$ cat config.mk
export PLATFORM = sky130hd
export DESIGN_NAME = mmc3_scanline_irq
export DESIGN_NICKNAME = d
export VERILOG_FILES = /design/src/rtl/mmc3_pkg.sv /design/src/rtl/mmc3_a12_filter.sv /design/src/rtl/mmc3_scanline_irq.sv
export SDC_FILE = /design/constraint.sdc
export NUM_CORES = 1
export LEC_CHECK = 0
export CAP_MARGIN = 20
export CORE_ASPECT_RATIO = 2
export CORE_MARGIN = 2
export CORE_UTILIZATION = 45
export DETAILED_ROUTE_END_ITERATION = 8
export PLACE_DENSITY = 0.78
export SETUP_SLACK_MARGIN = 0.3
export SLEW_MARGIN = 20
export SYNTH_ARGS = -nofsm -noshare
export SYNTH_HDL_FRONTEND = slang
export SYNTH_HIERARCHICAL = 1
export SYNTH_SLANG_ARGS = --single-unit
$ cat constraint.sdc
create_clock -name clk -period 5.65 [get_ports clk]
set_input_delay 1.4125 -clock clk [delete_from_list [all_inputs] [get_ports clk]]
set_output_delay 1.4125 -clock clk [all_outputs]
set_load 0.02 [all_outputs]
$ cat src/rtl/mmc3_pkg.sv
// rtl/mmc3_pkg.sv - shared decode constants and state types for the MMC3 scanline IRQ block
//
// Purpose: register decode keys for the $C000-$FFFF window, save-state offsets,
// and the packed IRQ flag group used by the top and the save-state interface.

package mmc3_pkg;

    // Decode key is {cpu_addr[15:13], cpu_addr[0]}.
    localparam logic [3:0] REG_C000 = 4'b1100;
    localparam logic [3:0] REG_C001 = 4'b1101;
    localparam logic [3:0] REG_E000 = 4'b1110;
    localparam logic [3:0] REG_E001 = 4'b1111;

    // Save-state address map.
    localparam logic [7:0] SS_RELOAD  = 8'd16;
    localparam logic [7:0] SS_COUNTER = 8'd17;
    localparam logic [7:0] SS_FLAGS   = 8'd18;
    localparam logic [7:0] SS_LOWCNT  = 8'd19;
    localparam logic [7:0] SS_ZERO_LO = 8'd20;
    localparam logic [7:0] SS_ZERO_HI = 8'd23;

    // Bit order matches the save-state flags byte bits [2:0].
    typedef struct packed {
        logic irq;
        logic reload_req;
        logic enable;
    } flags_t;

    function automatic logic [7:0] flags_byte(input flags_t f);
        return {5'b00000, f};
    endfunction

endpackage

$ cat src/rtl/mmc3_a12_filter.sv
// rtl/mmc3_a12_filter.sv - M2/A12 synchronizers and the A12 low-time scanline filter
//
// Purpose: synchronizes m2 and ppu_a12 into clk, produces one-clk m2_fall and
// A12-rise strobes SYNC_STAGES+1 clks after the pin edge, and qualifies a rise as
// a scanline clock only after A12 has been low for A12_LOW_M2 m2 falling edges.
// Ports:
//   clk, rst_n       clock, asynchronous active-low reset
//   m2, ppu_a12      asynchronous pin inputs
//   ss_act           save-state session: holds low_cnt, suppresses scan_clk
//   low_ld           load low_cnt from low_ld_val (save-state write)
//   low_ld_val       value to load; saturated to A12_LOW_M2
//   m2_fall          bus commit strobe
//   scan_clk         qualified scanline clock
//   low_cnt          current filter count, zero-extended

module mmc3_a12_filter #(
    parameter int SYNC_STAGES = 2,
    parameter int A12_LOW_M2  = 3
) (
    input  logic       clk,
    input  logic       rst_n,
    input  logic       m2,
    input  logic       ppu_a12,
    input  logic       ss_act,
    input  logic       low_ld,
    input  logic [7:0] low_ld_val,
    output logic       m2_fall,
    output logic       scan_clk,
    output logic [7:0] low_cnt
);

    localparam int                LOW_W    = $clog2(A12_LOW_M2 + 1);
    localparam logic [LOW_W-1:0]  LOW_MAX  = LOW_W'(A12_LOW_M2);
    localparam logic [7:0]        LOW_MAX8 = 8'(A12_LOW_M2);

    logic [SYNC_STAGES-1:0] m2_sync_q;
    logic [SYNC_STAGES-1:0] a12_sync_q;
    logic                   m2_prev_q;
    logic                   a12_prev_q;
    logic                   m2_fall_q;
    logic                   a12_rise_q;
    logic [LOW_W-1:0]       low_cnt_q;
    logic [LOW_W-1:0]       low_cnt_d;

    always_ff @(posedge clk or negedge rst_n) begin
        if (!rst_n) begin
            m2_sync_q  <= '0;
            a12_sync_q <= '0;
            m2_prev_q  <= 1'b0;
            a12_prev_q <= 1'b0;
            m2_fall_q  <= 1'b0;
            a12_rise_q <= 1'b0;
            low_cnt_q  <= '0;
        end else begin
            // Truncating cast keeps the low bits: shift the pin in at bit 0.
            m2_sync_q  <= SYNC_STAGES'({m2_sync_q, m2});
            a12_sync_q <= SYNC_STAGES'({a12_sync_q, ppu_a12});
            m2_prev_q  <= m2_sync_q[SYNC_STAGES-1];
            a12_prev_q <= a12_sync_q[SYNC_STAGES-1];
            // Strobes are registered so both land SYNC_STAGES+1 clks after the pin edge.
            m2_fall_q  <= m2_prev_q & ~m2_sync_q[SYNC_STAGES-1];
            a12_rise_q <= ~a12_prev_q & a12_sync_q[SYNC_STAGES-1];
            low_cnt_q  <= low_cnt_d;
        end
    end

    // a12_prev_q is the A12 level aligned with the strobes: when a12_rise_q fires,
    // a12_prev_q is already high but low_cnt_q still holds the pre-rise count.
    always_comb begin
        low_cnt_d = low_cnt_q;
        if (ss_act) begin
            if (low_ld) begin
                low_cnt_d = (low_ld_val > LOW_MAX8) ? LOW_MAX : LOW_W'(low_ld_val);
            end
        end else if (a12_prev_q) begin
            low_cnt_d = '0;
        end else if (m2_fall_q && (low_cnt_q != LOW_MAX)) begin
            low_cnt_d = low_cnt_q + LOW_W'(1);
        end
    end

    assign m2_fall  = m2_fall_q;
    assign scan_clk = a12_rise_q & (low_cnt_q == LOW_MAX) & ~ss_act;
    assign low_cnt  = 8'(low_cnt_q);

endmodule

$ cat src/rtl/mmc3_scanline_irq.sv
// rtl/mmc3_scanline_irq.sv - MMC3-family scanline counter and IRQ generator
//
// Purpose: decodes CPU writes to $C000-$FFFF, runs the 8-bit reload/decrement
// scanline counter clocked by filtered A12 rises, raises a level IRQ, and exposes
// counter state through a save-state read/write port.
// Ports:
//   clk, rst_n           clock, asynchronous active-low reset
//   m2                   CPU M2 (async); its synchronized fall commits bus writes
//   cpu_addr/dat/rw      CPU bus, sampled at the m2_fall strobe
//   ppu_a12              PPU A12 (async), scanline clock source
//   mmc3a                1 = MMC3A zero-reload rules, 0 = MMC3B
//   ss_act/ss_we/ss_addr save-state session, write enable, address
//   irq                  IRQ pending level
//   ss_dout              save-state read data (combinational)

module mmc3_scanline_irq
    import mmc3_pkg::*;
#(
    parameter int SYNC_STAGES = 2,
    parameter int A12_LOW_M2  = 3,
    parameter int CNT_W       = 8
) (
    input  logic        clk,
    input  logic        rst_n,
    input  logic        m2,
    input  logic [15:0] cpu_addr,
    input  logic [7:0]  cpu_dat,
    input  logic        cpu_rw,
    input  logic        ppu_a12,
    input  logic        mmc3a,
    input  logic        ss_act,
    input  logic        ss_we,
    input  logic [7:0]  ss_addr,
    output logic        irq,
    output logic [7:0]  ss_dout
);

    logic             m2_fall;
    logic             scan_clk;
    logic [7:0]       low_cnt;
    logic             cpu_wr;
    logic             ss_wr;
    logic [3:0]       wr_key;
    logic [CNT_W-1:0] reload_q, reload_d;
    logic [CNT_W-1:0] cnt_q, cnt_d;
    logic [CNT_W-1:0] cnt_new;
    flags_t           flags_q, flags_d;
    logic             unused_addr_bits;

    assign unused_addr_bits = ^cpu_addr[12:1];

    assign cpu_wr = m2_fall & ~cpu_rw & ~ss_act;
    assign ss_wr  = m2_fall & ss_we & ss_act;
    assign wr_key = {cpu_addr[15:13], cpu_addr[0]};

    mmc3_a12_filter #(
        .SYNC_STAGES(SYNC_STAGES),
        .A12_LOW_M2 (A12_LOW_M2)
    ) u_a12_filter (
        .clk       (clk),
        .rst_n     (rst_n),
        .m2        (m2),
        .ppu_a12   (ppu_a12),
        .ss_act    (ss_act),
        .low_ld    (ss_wr && (ss_addr == SS_LOWCNT)),
        .low_ld_val(cpu_dat),
        .m2_fall   (m2_fall),
        .scan_clk  (scan_clk),
        .low_cnt   (low_cnt)
    );

    always_ff @(posedge clk or negedge rst_n) begin
        if (!rst_n) begin
            reload_q <= '0;
            cnt_q    <= '0;
            flags_q  <= '0;
        end else begin
            reload_q <= reload_d;
            cnt_q    <= cnt_d;
            flags_q  <= flags_d;
        end
    end

    // The scanline update is built from pre-write state; CPU write fields then
    // override it, so $C001 beats the counter update and $E000 beats an IRQ set.
    always_comb begin
        reload_d = reload_q;
        cnt_d    = cnt_q;
        flags_d  = flags_q;
        cnt_new  = '0;

        if (scan_clk) begin
            if ((cnt_q == '0) || flags_q.reload_req) begin
                cnt_new            = reload_q;
                flags_d.reload_req = 1'b0;
            end else begin
                cnt_new = cnt_q - CNT_W'(1);
            end
            cnt_d = cnt_new;
            // MMC3A only fires on a transition into zero; MMC3B fires whenever zero.
            if ((cnt_new == '0) && flags_q.enable &&
                (!mmc3a || (cnt_q != '0) || flags_q.reload_req)) begin
                flags_d.irq = 1'b1;
            end
        end

        if (cpu_wr) begin
            case (wr_key)
                REG_C000: reload_d = CNT_W'(cpu_dat);
                REG_C001: begin
                    cnt_d              = '0;
                    flags_d.reload_req = 1'b1;
                end
                REG_E000: begin
                    flags_d.enable = 1'b0;
                    flags_d.irq    = 1'b0;
                end
                REG_E001: flags_d.enable = 1'b1;
                default:  ;
            endcase
        end

        if (ss_wr) begin
            case (ss_addr)
                SS_RELOAD:  reload_d = CNT_W'(cpu_dat);
                SS_COUNTER: cnt_d    = CNT_W'(cpu_dat);
                SS_FLAGS:   flags_d  = flags_t'(cpu_dat[2:0]);
                default:    ;
            endcase
        end
    end

    always_comb begin
        ss_dout = 8'hFF;
        case (ss_addr)
            SS_RELOAD:  ss_dout = 8'(reload_q);
            SS_COUNTER: ss_dout = 8'(cnt_q);
            SS_FLAGS:   ss_dout = flags_byte(flags_q);
            SS_LOWCNT:  ss_dout = low_cnt;
            default: begin
                if ((ss_addr >= SS_ZERO_LO) && (ss_addr <= SS_ZERO_HI)) begin
                    ss_dout = 8'h00;
                end
            end
        endcase
    end

    assign irq = flags_q.irq;

endmodule

==> flow_summary.toml <==
[run_status]
run_status = "finished, final reports clean"

[run]
drv_cap = 0

[timing]
timing.hold.ws_ps = 350
setup_ws_ps = 653
hold_viol_final = 0
tns_ps = 0
maxSlewViolCount = 0
tightest_slew_ps = 631
skew_ps = 5.76
max_freq_mhz = 200
rsz0062_at_grt = "false"
min_period_ps = 5000
maxSlewHeadroom_pct = 57.8
finalCritPeriodShare_pct = 88.5
setup_viol = 0

[placed_design]
place_area_um2 = 2330
portBuffers = 36
routabilityCongestion = 0.953
pre_cts_ws_ps = 605
dp_hpwl_um = 3680

[logic_synthesis]
ys.flop_type = "dfrtp_1"
ys_warn_count = 6
synth-seq-cells = 29
synth_cells = 192
synth_top_area_cell = "dfrtp_1"
async_flop_share_pct = 100
synth_cell_types = 50
synth_top_area_share_pct = 37.5
synth_edf_count = 0
synth_most_common_cell = "dfrtp_1"
synthTopCellsByCount = "29 x dfrtp_1, 15 x nand2_1, 14 x mux2_2, 14 x o21ai_0, 13 x nor2_1"
syn-cell-area_um2 = 1940
ys_top_cells_by_area = "dfrtp_1 37%, mux2_2 8.1%, o21ai_0 3.6%"
syn-mean-instance-area_um2 = 10.1
ys_seq_area_share_pct = 37.5

[worst_setup_path]
path_max_fanout = 12
critPathCaptureType = "output port"
cp_slowest_cell = "clkdlybuf4s50_1"
crit_chain = "clkdlybuf4s50_1 -> nor4_4 -> a221o_1 -> clkdlybuf4s50_1"
crit_path_frequent_cell = "clkdlybuf4s50_1"
worst-path-buf-inv = 2
critPathTopFamily = "buffers and inverters"
max_stage_delay_ps = 730
critPathLaunchType = "primary input"
rr_worst_depth = 7
critPathKind = "in -> out"
worstPathRequired_ps = 4240
path_depth = 4
worstPathArrival_ps = 3580

[clocking]
cts_hold_buf = 0
htree_levels = 2
clockBufferDepth = 2
numCtsBuffers = 5
post_cts_buffers = 0
post_cts_resized = 0
cts_tree = "built"
cts_root_buf = "clkbuf_8"
cts_sinks = 29
clkSlewWorstSetupHoldPaths_ps = 60
clk_latency_ps = 290

[floorplanning]
num_io_pins = 49
die_w_um = 50.4
die_h_um = 96.8
core_um2 = 4130
rows = 33
initial_core_util_pct = 46.9
design.die.area_um2 = 4880

[drt]
first_iter_violations = 32
avgRoutedWirePerCell_um = 16.4
vias = 1635
wl_um = 4650
first_pass_iters = 4
drc = 0
drtAntennaViolNets = 0
avgViaCountPerCell = 5.76

[global_route]
grt_overflow_total = 0
grt_first_pass_wirelength_um = 8060
grt_max_degree = 30
grt_pass1_vias = 1708
track_usage_pct = 21.6
antenna_found_initial = 0

[hold_path]
holdPathStages = 0
hold_path_class = "reg -> reg"

[pwr]
leakagePower_nw = 0.999
powerDensity_nw_per_um2 = 338
power.total_w = 0.000827
peakVddDrop_v = 0.000182

[layout]
nNetsFinal = 274
n_fill_cell = 355
antenna_cells = 0
syn_to_final_growth_pct = 26.3
fin_area_um2 = 2450
drive_above_1_share_pct = 15.9
-- area by class of cell --
type	instances	area (um^2)	area share (%)
inverters	6	22.5	0.921
repair buffers	39	383	15.7
clock buffers	7	86.3	3.53
clock inverters	1	30.0	1.23
multi-input cells	150	1130	46.3
flip-flops and latches	29	726	29.7
well taps	52	65.1	2.66
-- power by group --
group | internal [W] | switching, W | leakage, nW
Combinational | 0.000139 | 0.000147 | 0.574
Clock | 0.000144 | 0.0000788 | 0.0585
Sequential | 0.000248 | 0.0000710 | 0.367
-- per-stage QoR --
step | std cells | util (%)
after floorplan | 197 | -
after global placement | 276 | 56.4
after detailed placement | 276 | 56.4
after CTS | 284 | 59.2
after global routing | 284 | 59.2
final | 284 | 59.2
-- final timing paths --
check	slack (ps)	from	endpoint
min in group asynchronous	1510	rst_n	reload_q[6]
max	650	ss_addr[1]	ss_dout[6]
max reg2reg	3140	cnt_q[0]	irq
max in group asynchronous	3870	rst_n	u_a12_filter/a12_sync_q[1]
min	350	u_a12_filter/m2_sync_q[0]	u_a12_filter/m2_sync_q[1]
min reg2reg	350	u_a12_filter/m2_sync_q[0]	u_a12_filter/m2_sync_q[1]
-- cells by family after synthesis --
family | count (synthesis) | synth area share, %
buffers and inverters | 18 | 4.97
other | 1 | 0.194
AND/OR/NAND/NOR | 68 | 21.3
XOR/XNOR | 3 | 1.36
adder cells (fa/ha/maj) | 3 | 1.94
flip-flops | 29 | 37.5
AO/OA/AOI/OAI | 47 | 18.1
multiplexers | 23 | 14.7
-- worst register-to-register path, stage by stage (launching register included) --
cell and delay, ps:
dfrtp_1 480, inv_1 110, ha_1 210, nor3b_2 190
a21oi_2 490, a21oi_1 240, or4_1 530, o31ai_2 180
-- registers in the layout (all words and copies together), names as in the netlist --
| name | count |
|---|---|
| u_a12_filter/a12_prev_q | 1 |
| flags_q | 2 |
| u_a12_filter/m2_prev_q | 1 |
| u_a12_filter/a12_sync_q | 2 |
| u_a12_filter/low_cnt_q | 2 |
| cnt_q | 8 |
| u_a12_filter/m2_fall | 1 |
| u_a12_filter/a12_rise_q | 1 |
| reload_q | 8 |
| irq | 1 |
| u_a12_filter/m2_sync_q | 2 |
-- routing by layer --
layer	up-vias	GRT usage (%)	part of all wire, %
met2	42	38.9	54
met4	0	11.6	4.1
li1	780	-	-
met5	-	0	0
met3	15	2.78	3.0
met1	798	23.5	39
-- layout by cell type, fill, tap and decap left out, types with 6 or more instances in the layout --
| master | instances |
|---|---|
| mux2_2 | 14 |
| a21oi_1 | 6 |
| clkdlybuf4s50_1 | 36 |
| conb_1 | 6 |
| inv_1 | 6 |
| nor2_1 | 13 |
| dfrtp_1 | 29 |
| nor3_1 | 6 |
| mux2i_1 | 6 |
| o21ai_0 | 14 |
| nand2_1 | 15 |
| clkbuf_8 | 6 |
No activity file was read; power rests on OpenSTA's default activity.
